## config.mk

```make
export PLATFORM = sky130hd
export DESIGN_NAME = spiflash_rd_seq
export DESIGN_NICKNAME = d
export VERILOG_FILES = /design/src/rtl/spiflash_pkg.sv /design/src/rtl/spiflash_rd_asm.sv /design/src/rtl/spiflash_rd_seq.sv
export SDC_FILE = /design/constraint.sdc
export NUM_CORES = 1
export LEC_CHECK = 0
export BUFFER_PORTS_ARGS = -buffer_cell sky130_fd_sc_hd__buf_2
export CORE_ASPECT_RATIO = 2
export CORE_UTILIZATION = 48
export CTS_CLUSTER_SIZE = 10
export DETAILED_ROUTE_END_ITERATION = 12
export GPL_TIMING_DRIVEN = 0
export PLACE_DENSITY = 0.75
export SYNTH_ARGS = -nofsm -noshare
export SYNTH_HDL_FRONTEND = slang
export SYNTH_HIERARCHICAL = 1
export SYNTH_SLANG_ARGS = --single-unit
```

## constraint.sdc

```tcl
create_clock -name clk -period 2.3 [get_ports clk]
set_clock_uncertainty 0.1 [all_clocks]
set_input_delay 0.46 -clock clk [delete_from_list [all_inputs] [get_ports clk]]
set_output_delay 0.46 -clock clk [all_outputs]
set_load 0.01 [all_outputs]
```

## src/rtl/spiflash_pkg.sv

```systemverilog
// Shared types and constants for the SPI flash read sequencer.
// No logic; state encoding, byte tags and default opcodes only.
package spiflash_pkg;

    typedef enum logic [2:0] {
        IDLE,
        CMD,
        ADDR,
        MODE,
        DATA,
        WAIT,
        DONE,
        CSREL
    } state_t;

    localparam logic [3:0] TAG_CTRL      = 4'b0000;
    localparam logic [1:0] TAG_DATA      = 2'b10;

    localparam logic [7:0] CMD_SPI_DEF   = 8'h03;
    localparam logic [7:0] CMD_QSPI_DEF  = 8'hEB;
    localparam logic [7:0] MODE_BYTE_DEF = 8'hFF;

endpackage

```

## src/rtl/spiflash_rd_asm.sv

```systemverilog
// Assembles tagged data bytes from the byte engine into the little-endian read word.
// mem_ready is registered one cycle after byte 3 lands; no backpressure, engine output is never stalled.
module spiflash_rd_asm
    import spiflash_pkg::*;
(
    input  logic        clk,
    input  logic        reset,
    input  logic        dout_valid,
    input  logic [7:0]  dout_data,
    input  logic [3:0]  dout_tag,
    input  logic        ready_en,
    output logic        mem_ready,
    output logic [31:0] mem_rdata
);

    logic data_hit;
    assign data_hit = dout_valid && (dout_tag[3:2] == TAG_DATA);

    always_ff @(posedge clk) begin
        if (reset) begin
            mem_ready <= 1'b0;
            mem_rdata <= 32'h0;
        end else begin
            // Abandoned requests still drain their bytes but never raise mem_ready.
            mem_ready <= data_hit && (dout_tag[1:0] == 2'd3) && ready_en;
            if (data_hit) begin
                mem_rdata[8*dout_tag[1:0] +: 8] <= dout_data;
            end
        end
    end

endmodule

```

## src/rtl/spiflash_rd_seq.sv

```systemverilog
// Converts 32-bit flash read requests into a command/address/mode/data byte stream, streaming sequential reads.
// Latency: one byte per engine handshake, mem_ready one cycle after the last data byte; din_ready stalls hold the current byte.
module spiflash_rd_seq
    import spiflash_pkg::*;
#(
    parameter logic [7:0] CMD_SPI   = CMD_SPI_DEF,
    parameter logic [7:0] CMD_QSPI  = CMD_QSPI_DEF,
    parameter logic [7:0] MODE_BYTE = MODE_BYTE_DEF
) (
    input  logic        clk,
    input  logic        reset,
    input  logic        mem_valid,
    input  logic [23:0] mem_addr,
    output logic        mem_ready,
    output logic [31:0] mem_rdata,
    input  logic        cfg_qspi,
    input  logic [3:0]  cfg_dummy,
    output logic        xfer_resetn,
    output logic        din_valid,
    output logic [7:0]  din_data,
    output logic [3:0]  din_tag,
    output logic        din_cont,
    output logic        din_dspi,
    output logic        din_qspi,
    output logic        din_ddr,
    output logic        din_rd,
    input  logic        din_ready,
    input  logic        dout_valid,
    input  logic [7:0]  dout_data,
    input  logic [3:0]  dout_tag
);

    state_t      state, state_next;
    logic [1:0]  idx, idx_next;
    logic [23:0] addr, next_addr;
    logic        cur_q, cfg_q;
    logic        cs_active, fresh, abort, csrel_cnt, xfer_rst_q;
    logic        hs, last_cap, seq_hit;

    assign hs       = din_valid && din_ready;
    assign last_cap = dout_valid && (dout_tag == {TAG_DATA, 2'b11});
    assign seq_hit  = (mem_addr == next_addr) && (cfg_qspi == cfg_q);

    assign xfer_resetn = xfer_rst_q && (state != CSREL);

    always_comb begin
        state_next = state;
        din_valid  = 1'b0;
        din_data   = 8'h00;
        din_tag    = TAG_CTRL;
        din_cont   = 1'b0;
        din_dspi   = 1'b0;
        din_qspi   = 1'b0;
        din_ddr    = 1'b0;
        din_rd     = 1'b0;
        case (state)
            IDLE: begin
                if (mem_valid) begin
                    if (!cs_active)   state_next = CMD;
                    else if (seq_hit) state_next = DATA;
                    else              state_next = CSREL;
                end
            end
            CMD: begin
                din_valid = 1'b1;
                din_cont  = 1'b1;
                din_data  = cur_q ? CMD_QSPI : CMD_SPI;
                if (hs) state_next = ADDR;
            end
            ADDR: begin
                din_valid = 1'b1;
                din_cont  = 1'b1;
                din_qspi  = cur_q;
                case (idx)
                    2'd0:    din_data = addr[23:16];
                    2'd1:    din_data = addr[15:8];
                    default: din_data = addr[7:0];
                endcase
                if (hs && idx == 2'd2) state_next = cur_q ? MODE : DATA;
            end
            MODE: begin
                din_valid = 1'b1;
                din_cont  = 1'b1;
                din_qspi  = 1'b1;
                din_data  = MODE_BYTE;
                if (hs) state_next = DATA;
            end
            DATA: begin
                din_valid = 1'b1;
                din_cont  = 1'b1;
                din_tag   = {TAG_DATA, idx};
                din_qspi  = cur_q;
                din_rd    = cur_q;
                // Dummy clocks are only owed after a freshly issued quad command.
                if (cur_q && fresh && idx == 2'd0) din_data = {4'h0, cfg_dummy};
                if (hs && idx == 2'd3) state_next = WAIT;
            end
            WAIT:    if (last_cap) state_next = DONE;
            DONE:    state_next = IDLE;
            CSREL:   if (csrel_cnt) state_next = CMD;
            default: state_next = IDLE;
        endcase
        idx_next = idx;
        if (state_next != state) idx_next = 2'd0;
        else if (hs)             idx_next = idx + 2'd1;
    end

    always_ff @(posedge clk) begin
        if (reset) begin
            state      <= IDLE;
            idx        <= 2'd0;
            addr       <= 24'h0;
            next_addr  <= 24'h0;
            cur_q      <= 1'b0;
            cfg_q      <= 1'b0;
            cs_active  <= 1'b0;
            fresh      <= 1'b0;
            abort      <= 1'b0;
            csrel_cnt  <= 1'b0;
            xfer_rst_q <= 1'b0;
        end else begin
            state      <= state_next;
            idx        <= idx_next;
            xfer_rst_q <= 1'b1;
            csrel_cnt  <= (state == CSREL) ? ~csrel_cnt : 1'b0;
            if (state == IDLE && mem_valid) begin
                addr  <= mem_addr;
                cur_q <= cfg_qspi;
                abort <= 1'b0;
            end else if (state != IDLE && state != DONE && !mem_valid) begin
                abort <= 1'b1;
            end
            if (state_next == CMD) begin
                cs_active <= 1'b1;
                fresh     <= 1'b1;
            end else if (state == CSREL) begin
                cs_active <= 1'b0;
            end else if (state == IDLE && state_next == DATA) begin
                fresh <= 1'b0;
            end
            // The flash keeps streaming from here, so track it even for abandoned requests.
            if (state == DONE) begin
                next_addr <= addr + 24'd4;
                cfg_q     <= cur_q;
            end
        end
    end

    spiflash_rd_asm u_asm (
        .clk        (clk),
        .reset      (reset),
        .dout_valid (dout_valid),
        .dout_data  (dout_data),
        .dout_tag   (dout_tag),
        .ready_en   ((state == WAIT) && mem_valid && !abort),
        .mem_ready  (mem_ready),
        .mem_rdata  (mem_rdata)
    );

endmodule

```

---- Word level (Yosys, flattened, before mapping) ----
Cells that the tools add are included.
storage, ports and cells
  output and inout port bits .............. 52
  memories kept ........................... 0
  bits of input ports ..................... 46
  bits in registers ....................... 93
  latch bits .............................. 0
  ROM bits ................................ 0
  RAM bits ................................ 0
cells by class
  divide/modulo/power cells ............... 0
  reduce and logical (&&, ||, !) cells .... 30
  bitwise logic cells ..................... 2
  multiplexer cells ....................... 26
  eq/ne operators ......................... 21
  order comparisons ....................... 0
  shift-type cells ........................ 2
  add/subtract/negate cells ............... 3
  multiply operators ...................... 0
operator list
  kind                                                                     count
  5-bit negation with 34-bit output                                        1
  8-bit by 34-bit variable shift with 32-bit output, first input constant  1
  8-bit by 34-bit indexed part select with 32-bit output                   1
  32-bit bitwise mux                                                       1
  8-bit one-hot mux with 4 select lines                                    1
  3-bit two-way mux                                                        9
  24-bit by 3-bit adder with 24-bit output, second input constant          1
  24-bit == test                                                           1
  3-bit one-hot mux with 8 select lines                                    1
  1-bit logical AND                                                        17
  8-bit one-hot mux with 2 select lines                                    1
  3-bit == test, second input constant                                     5
  2-bit == test, second input constant                                     4
  1-bit two-way mux                                                        8
  4-bit two-way mux                                                        2
  8-bit two-way mux                                                        1
  2-bit OR reduction                                                       4
  3-bit by 1-bit == test with 1-bit output, second input constant          2
  3-bit by 2-bit == test with 1-bit output, second input constant          2
  3-bit != test, second input constant                                     2
  4-bit == test, second input constant                                     1
  2-bit nonzero test                                                       2
  4-bit OR reduction                                                       1
  3-bit zero test                                                          1
  other kinds (12)                                                         14

---- Longest topological paths before layout ----
Gate-level depths: netlist (run 1).
  word-level depth ........................ 12
  depth in mapped cells ................... 8
  gate-level depth less buffers ........... 7

---- Hierarchy ----
The synthesis (run 1) kept the hierarchy.
by module, submodules not included
  module           cells an instance  area an instance (µm²)  instances
  spiflash_rd_seq  435                3429.5                  1
  spiflash_rd_asm  157                1400.1                  1

---- Worst setup path before layout (run 1) ----
Ideal clock, no wire load.
  path type ............................... register to output
  from .................................... reg idx[0]
  to ...................................... out din_data[0]
  slack ................................... 0.116 ns
  data arrival time ....................... 1.624 ns
  stages on the path, launching flop included .. 9
  required time ........................... 1.740 ns
  path buffers ............................ 1
  cells stage by stage .................... dfxtp_1 -> inv_1 -> ha_1 -> clkbuf_1 -> nor2_1 -> nand2_1 -> nand2_1 -> a21oi_1 -> o21ai_0
on the way
  cells in the longest elaborated chain, start to end .. 4
RTL lines
  element                                                                                        RTL line                source
  from (decl)                                                                                    spiflash_rd_seq.sv:34   logic [1:0] idx, idx_next;
  from (signal assigned)                                                                         spiflash_rd_seq.sv:123  idx <= idx_next;
  parallel branches: the longest is 3 deep, another holds 8-bit one-hot mux with 2 select lines  n/a
  8-bit one-hot mux with 4 select lines (*)                                                      spiflash_rd_seq.sv:56   case (state)
  to (decl)                                                                                      spiflash_rd_seq.sv:20   output logic [7:0] din_data,
Mark *: on every way between the ends.

---- Final worst setup path (run 1) ----
  from .................................... reg idx[0]
  to ...................................... out din_data[1]
The elaborated chain is that of the path after synthesis.

==> results by group, run 1 <==
Final layout
  – Final instance area: 0.00600 mm^2
  – Register area: 0.00187 mm^2
  – Final nets: 761
  – Footprint of the multi-input gates: 0.00280 mm^2
  – Final Instance Count excl. Fillers: 842
  – Finished Core Util: 61.4%
  – Layout cells sized above 1: 25.6%
  – # diodes: 0
  – # fillers: 871
  – P&R area growth vs syn: 24.2%

Critical path
  – CP startpoint kind: register
  – CP Launch Point: idx[0]
  – Worst path max stage delay: 0.39 ns
  – Critical Path, Cell by Cell: inv_4 > ha_4 > a22oi_1 > nand2_1 > a21oi_1 > o21ai_1 > buf_2
  – Critical Path Fanout Max: 6
  – Crit-path leading delay family: compound AO/OA/AOI/OAI gates
  – CP Data Required Time: 1.74 ns
  – R2R Path Start: next_addr[7]
  – Worst setup EP type: primary output
  – Slowest-stage cell, CP: dfxtp_4
  – CP arrival: 1.76 ns
  – Kind of critical path: reg2out
  – Worst Path Buf+Inv: 2

Clock tree
  – CTS tree: done
  – Clk slew on worst S/H paths: 0.07 ns
  – CTS root buffer: clkbuf_16
  – Max clock buf depth: 2
  – Clock Latency Late Sink: 0.35 ns
  – Clock buffer count from CTS: 9
  – Sink Count: 93
  – Hold buffer count at cts: 0
  – H-tree level count: 3

Routing
  – Vias: 4939
  – Avg Vias per Cell: 5.87
  – First-pass iteration count of the detailed router: 5
  – Residual DRC: 0
  – Detailed-route wire length: 15600 um
  – 1st-iter DRT viols: 378
  – Wirelength per Cell: 18.5 um
  – DRT antenna net count: 0

Global route
  – First-pass GRT wire length: 24000 um
  – Busiest grt layer: met2
  – Grt met1 use: 28.8%
  – Vias in the first global route: 4881
  – Gr usage total: 30.8%
  – GR Overflow Total: 0
  – Largest net degree at the start of global routing: 18
  – Initial antenna violation count: 0
  – GRT met3 Usage: 6.31%
  – GR Layer Usage met2: 55.6%

Outcome
  – Failing checks: setup timing
  – Outcome: finished, violations left

Place
  – HPWL Detailed: 11800 um
  – Placed cell area: 0.00547 mm^2
  – Port Buffers: 94
  – GPL Wtd Cong: 0.961
  – Placed Instances: 820

Synthesis
  – Synth Register Bits: 93
  – Seq/Total Area, Yosys: 38.5%
  – Top FF cell, synth: dfxtp_1
  – Ys async rst share: 0%
  – Number of flops mapped to enable cells by yosys: 0
  – Post-Syn Area: 0.00483 mm^2
  – Yosys cell types: 63
  – Synth warn: 6
  – Gate Count Post-Synth: 592
  – Mean Syn Cell Area: 8.16 um^2

Flow run
  – Max_cap viols: 0

Pwr
  – Pwr per Cell Area: 988 mW/mm^2
  – Worst VDD drop: 0.683 mV
  – Pleak: 2.40 nW

Timing
  – Final Hold Vio Count: 0
  – Worst-Margin Slew: 0.695 ns
  – Final setup violation count: 2
  – Worst hold margin: 0.267 ns
  – Pins Over Slew Limit: 0
  – Max Fclk: 0.431 GHz
  – Slew HR: 53.6%
  – Final worst-path cycle share: 101%
  – Setup WS post-layout: -0.0218 ns
  – Post-layout min period: 2.32 ns
  – RSZ-0062 raised after global routing: yes

Hold path
  – Worst hold path class: in2reg
  – HP Start: mem_addr[6]

Floorplanning
  – Boundary Pins: 98
  – Die area: 0.0105 mm^2
  – Core footprint: 0.00976 mm^2
  – Row cnt: 51
  – Initial Util: 49.5%
  – DIE HEIGHT: 144 um
  – Die width: 72.9 um
-- cells in the mapped netlist, types with 4 or more instances --
library cell / instances / area (um^2)
a211oi_1: 24 / 180
inv_1: 15 / 56.3
o32ai_1: 6 / 52.6
nor2_1: 35 / 131
a21oi_1: 63 / 315
nand3_1: 34 / 170
nand2_1: 108 / 405
nor4_1: 5 / 31.3
nand4b_1: 5 / 43.8
nand4_1: 10 / 62.6
buf_2: 12 / 60.1
ha_1: 10 / 125
and2_1: 4 / 25.0
dfxtp_1: 93 / 1860
buf_4: 7 / 52.6
nand3b_1: 6 / 45.0
and3_1: 5 / 31.3
nand2b_1: 7 / 43.8
o21ai_0: 12 / 60.1
clkbuf_1: 19 / 71.3
nor3_1: 10 / 50.1
a22oi_1: 5 / 37.5
xnor2_1: 6 / 52.6
and4b_1: 4 / 40.0
xor2_1: 40 / 350
-- worst reg2reg max path, cell delays in order (launching register included) --
cell and delay [ns]:
dfxtp_1 0.33, xor2_1 0.18, nor4_1 0.55, nand3_1 0.32, o31a_1 0.37, nor4_4 0.25
-- path summary, 6_finish.rpt --
check                        end  slack (ns)  cells past startpoint
min reg2reg  u_asm/mem_rdata[20]        0.35                      2
max reg2reg               idx[1]        0.09                      5
max                  din_data[1]       -0.02                      7
min                      addr[6]        0.27                      3
-- area by class of cell --
| cell class | count | share of cell area [%] |
|---|---|---|
| repair buffers | 103 | 9.03 |
| plain buffers | 39 | 3.69 |
| inverters | 15 | 1.04 |
| well taps | 132 | 2.75 |
| clock inverters | 7 | 1.75 |
| multi-input cells | 444 | 46.7 |
| flip-flops and latches | 93 | 31.2 |
| clock buffers | 9 | 3.75 |
-- cells in the final DEF, fill, tap and decap left out, types with 5 or more instances in the layout --
cell type and count:
nand2b_1 7, xnor2_1 6, nand2_1 107, dfxtp_1 89
a21oi_1 60, buf_2 104, nand3b_1 6, nor2_1 33
xor2_1 40, inv_1 12, nand3_1 34, nand4_1 10
clkbuf_16 9, a211oi_1 24, nor4_1 5, ha_1 8
o32ai_1 6, o21ai_1 6, buf_4 16, clkbuf_1 15
o21ai_0 7, nand4b_1 5, nor3_1 10
-- metrics by stage --
stage               setup slack (ns)  power, mW  setup TNS [ns]
floorplan                      0.116       3.37               0
global placement              -0.325       3.93           -1.52
detailed placement            -0.337       3.99           -1.88
CTS                         -0.00782       5.83        -0.00782
global route                 -0.0617       6.21          -0.271
finish                       -0.0218       5.92         -0.0279
-- cells by family after synthesis --
family	after synthesis	synth area share, %
compound gates	129	16.9
xor+xnor	46	8.34
fa+ha+maj	10	2.59
buf+inv	57	5.62
flops	93	38.5
mux	2	0.518
other cells	1	0.0776
simple gates	254	27.4
-- what timing repair did --
item,4_1_cts,5_1_grt
pin swaps,6,5
setup buffers,7,2
gates resized for setup,34,14
endpoints found under the setup margin,12,10
-- flip-flops by register name (all words and copies together) (netlist names) --
name	flops
u_asm/mem_rdata	32
addr	24
next_addr	24
state	3
idx	2
abort	1
cfg_q	1
cs_active	1
csrel_cnt	1
cur_q	1
fresh	1
u_asm/mem_ready	1
xfer_rst_q	1
-- per-layer routing --
layer	part of all wire [%]	routed length, um	vias to the layer above
met3	5.8	908	83
li1	-	-	2290
met1	33	5220	2299
met2	53	8310	267
met4	7.5	1170	0
met5	0	0	-
-- power breakdown --
part	internal, mW	leakage (nW)	total, mW	switching (mW)
combinational	0.898	1.48	2.20	1.30
sequential	1.81	0.757	2.07	0.257
clock	0.970	0.159	1.65	0.679
Power figures use the tool's default switching activity.
==> inputs of run 2 (changes only) <==
Settings changed: CORE_ASPECT_RATIO 2 to 1.75.
==> run 2 against run 1 <==
  * The flow finishes with violations (DRC)
  * Count of clock-buffer cells in the layout did not move
  * Via count fell by 0.63%
  * Critical path depth did not move
  * Sequential power barely moved
  * Routed wire length fell by 3.5%
  * Fmax rose by 1.1%
  * Final area fell by 0.42%
==> results by group, run 2 (synthesis results as in run 1) <==
Outcome
  – Outcome: finished, violations left
  – Failing checks: DRC

Timing
  – Post-route setup TNS: 0 ns
  – Setup WS post-layout: 0.00237 ns
  – Final setup violation count: 0
  – Worst hold margin: 0.266 ns
  – Final worst-path cycle share: 99.9%
  – Slew HR: 55.6%
  – RSZ-0062 raised after global routing: yes
  – Pins Over Slew Limit: 0
  – Final Hold Vio Count: 0
  – Worst-Margin Slew: 0.666 ns
  – Post-layout min period: 2.30 ns
  – Max Fclk: 0.435 GHz

Clock tree
  – Sink Count: 93
  – Clock Latency Late Sink: 0.35 ns
  – Clock buffer count from CTS: 9
  – Hold buffer count at cts: 0
  – Clk slew on worst S/H paths: 0.06 ns
  – Max clock buf depth: 2
  – CTS root buffer: clkbuf_16
  – H-tree level count: 3
  – CTS tree: done

Critical path
  – Slowest-stage cell, CP: dfxtp_4
  – Reg-to-reg setup timing slack: 0.11 ns
  – Worst R2R Path Depth: 5
  – Critical Path, Cell by Cell: buf_8 > inv_2 > and3_1 > and3_4 > nand2_1 > o21ai_1 > buf_2
  – Critical R2R Capture: idx[1]
  – Worst setup EP type: primary output
  – Critical Path Fanout Max: 6
  – Crit path to: din_data[2]
  – CP Data Required Time: 1.74 ns
  – CP Launch Point: state[0]
  – R2R Path Start: next_addr[1]
  – Kind of critical path: reg2out
  – CP arrival: 1.74 ns
  – Worst path max stage delay: 0.37 ns
  – CP startpoint kind: register

Pwr
  – Worst VDD drop: 0.546 mV
  – Pwr per Cell Area: 980 mW/mm^2
  – Pleak: 2.39 nW

Global route
  – Vias in the first global route: 4844
  – Largest net degree at the start of global routing: 17
  – GR Overflow Total: 0
  – Gr usage total: 29.2%
  – Initial antenna violation count: 0
  – First-pass GRT wire length: 23400 um

Hold path
  – Worst hold path class: in2reg
  – Hold path depth: 3

Final layout
  – Layout cells sized above 1: 25.5%
  – P&R area growth vs syn: 23.7%
  – Top Registers: u_asm/mem_rdata x32, addr x24, next_addr x24
  – Commonest non-fill, non-tap cell in the layout: nand2_1
  – Most flops, register: u_asm/mem_rdata
  – # diodes: 0
  – Max FFs per register: 32
  – # fillers: 911
  – Final nets: 761
  – Finished Core Util: 60.6%
  – Register area: 0.00187 mm^2
  – Footprint of the multi-input gates: 0.00280 mm^2
  – Most frequent cells in the layout: 108 x nand2_1, 104 x buf_2, 89 x dfxtp_1, 57 x a21oi_1, 40 x xor2_1

Floorplanning
  – Boundary Pins: 98
  – Initial Util: 49.0%
  – Row cnt: 48
  – Die width: 77.8 um
  – DIE HEIGHT: 135 um
  – Die area: 0.0105 mm^2
  – Core footprint: 0.00985 mm^2

Place
  – Port Buffers: 94
  – GPL Wtd Cong: 1.00
  – HPWL Detailed: 11300 um
  – Pre-CTS WS: -0.355 ns

Routing
  – Detailed-route wire length: 15100 um
  – DRT antenna net count: 0
  – Residual DRC: 2
  – Avg Vias per Cell: 5.88
  – Wirelength per Cell: 18.0 um
  – Vias: 4908
  – 1st-iter DRT viols: 399
  – First-pass iteration count of the detailed router: 9

Flow run
  – Max_cap viols: 0
[run 2: cell count changes in the layout (fill, tap and decap cells not counted), sizes merged]
cell | previous run | this run
inv | 17 | 16
clkinv | 1 | 2
[run 2: metrics by stage]
| stage | cell area [um^2] | std cells | total power, mW |
|---|---|---|---|
| floorplan | 4840 | 594 | 3.37 |
| global placement | 5460 | 813 | 3.90 |
| detailed placement | 5460 | 813 | 3.96 |
| CTS | 5860 | 830 | 5.66 |
| global route | 5970 | 835 | 6.13 |
| finish | 5970 | 835 | 5.85 |
[run 2: worst min path at each step]
| stage | start | to |
|---|---|---|
| 2_1_floorplan | csrel_cnt | csrel_cnt |
| 3_3_place_gp | u_asm/mem_rdata[19] | u_asm/mem_rdata[19] |
| 3_5_place_dp | u_asm/mem_rdata[6] | u_asm/mem_rdata[6] |
| 4_1_cts | mem_addr[6] | addr[6] |
| 5_1_grt | mem_addr[12] | addr[12] |
| 6_report | mem_addr[6] | addr[6] |
[run 2: critical path, delay by kind of cell (launching register included)]
family | cells | cell delay [ns]
AND/OR/NAND/NOR | 3 | 0.51
buffers and inverters | 3 | 0.39
flip-flops | 1 | 0.37
AO/OA/AOI/OAI | 1 | 0.11
[run 2: layout make-up]
cell class / count / share of cell area (%)
inverters: 15 / 0.984
repair buffers: 102 / 8.88
clock buffers: 9 / 3.77
well taps: 125 / 2.62
flip-flops and latches: 93 / 31.3
plain buffers: 40 / 3.90
multi-input cells: 444 / 46.9
clock inverters: 7 / 1.63
[run 2: per-layer routing]
metal,vias up,wire (um),part of all wire (%),track usage [%]
met1,2278,5170,34,29.2
met3,75,1040,6.9,5.95
li1,2289,-,-,-
met5,-,0,0,0
met4,0,872,5.8,20.2
met2,266,7980,53,53.3
[run 2: what timing repair did]
action,CTS,global route
pin swaps,3,17
buffers inserted,3,5
endpoints found under the hold margin,0,0
gates resized for setup,23,26
endpoints found under the setup margin,11,13
gates cloned,0,0
[run 2: where the power goes]
part	total (mW)	leakage, nW	switching (mW)	internal [mW]
sequential	2.06	0.757	0.241	1.82
combinational	2.18	1.48	1.29	0.896
clock	1.61	0.152	0.656	0.956
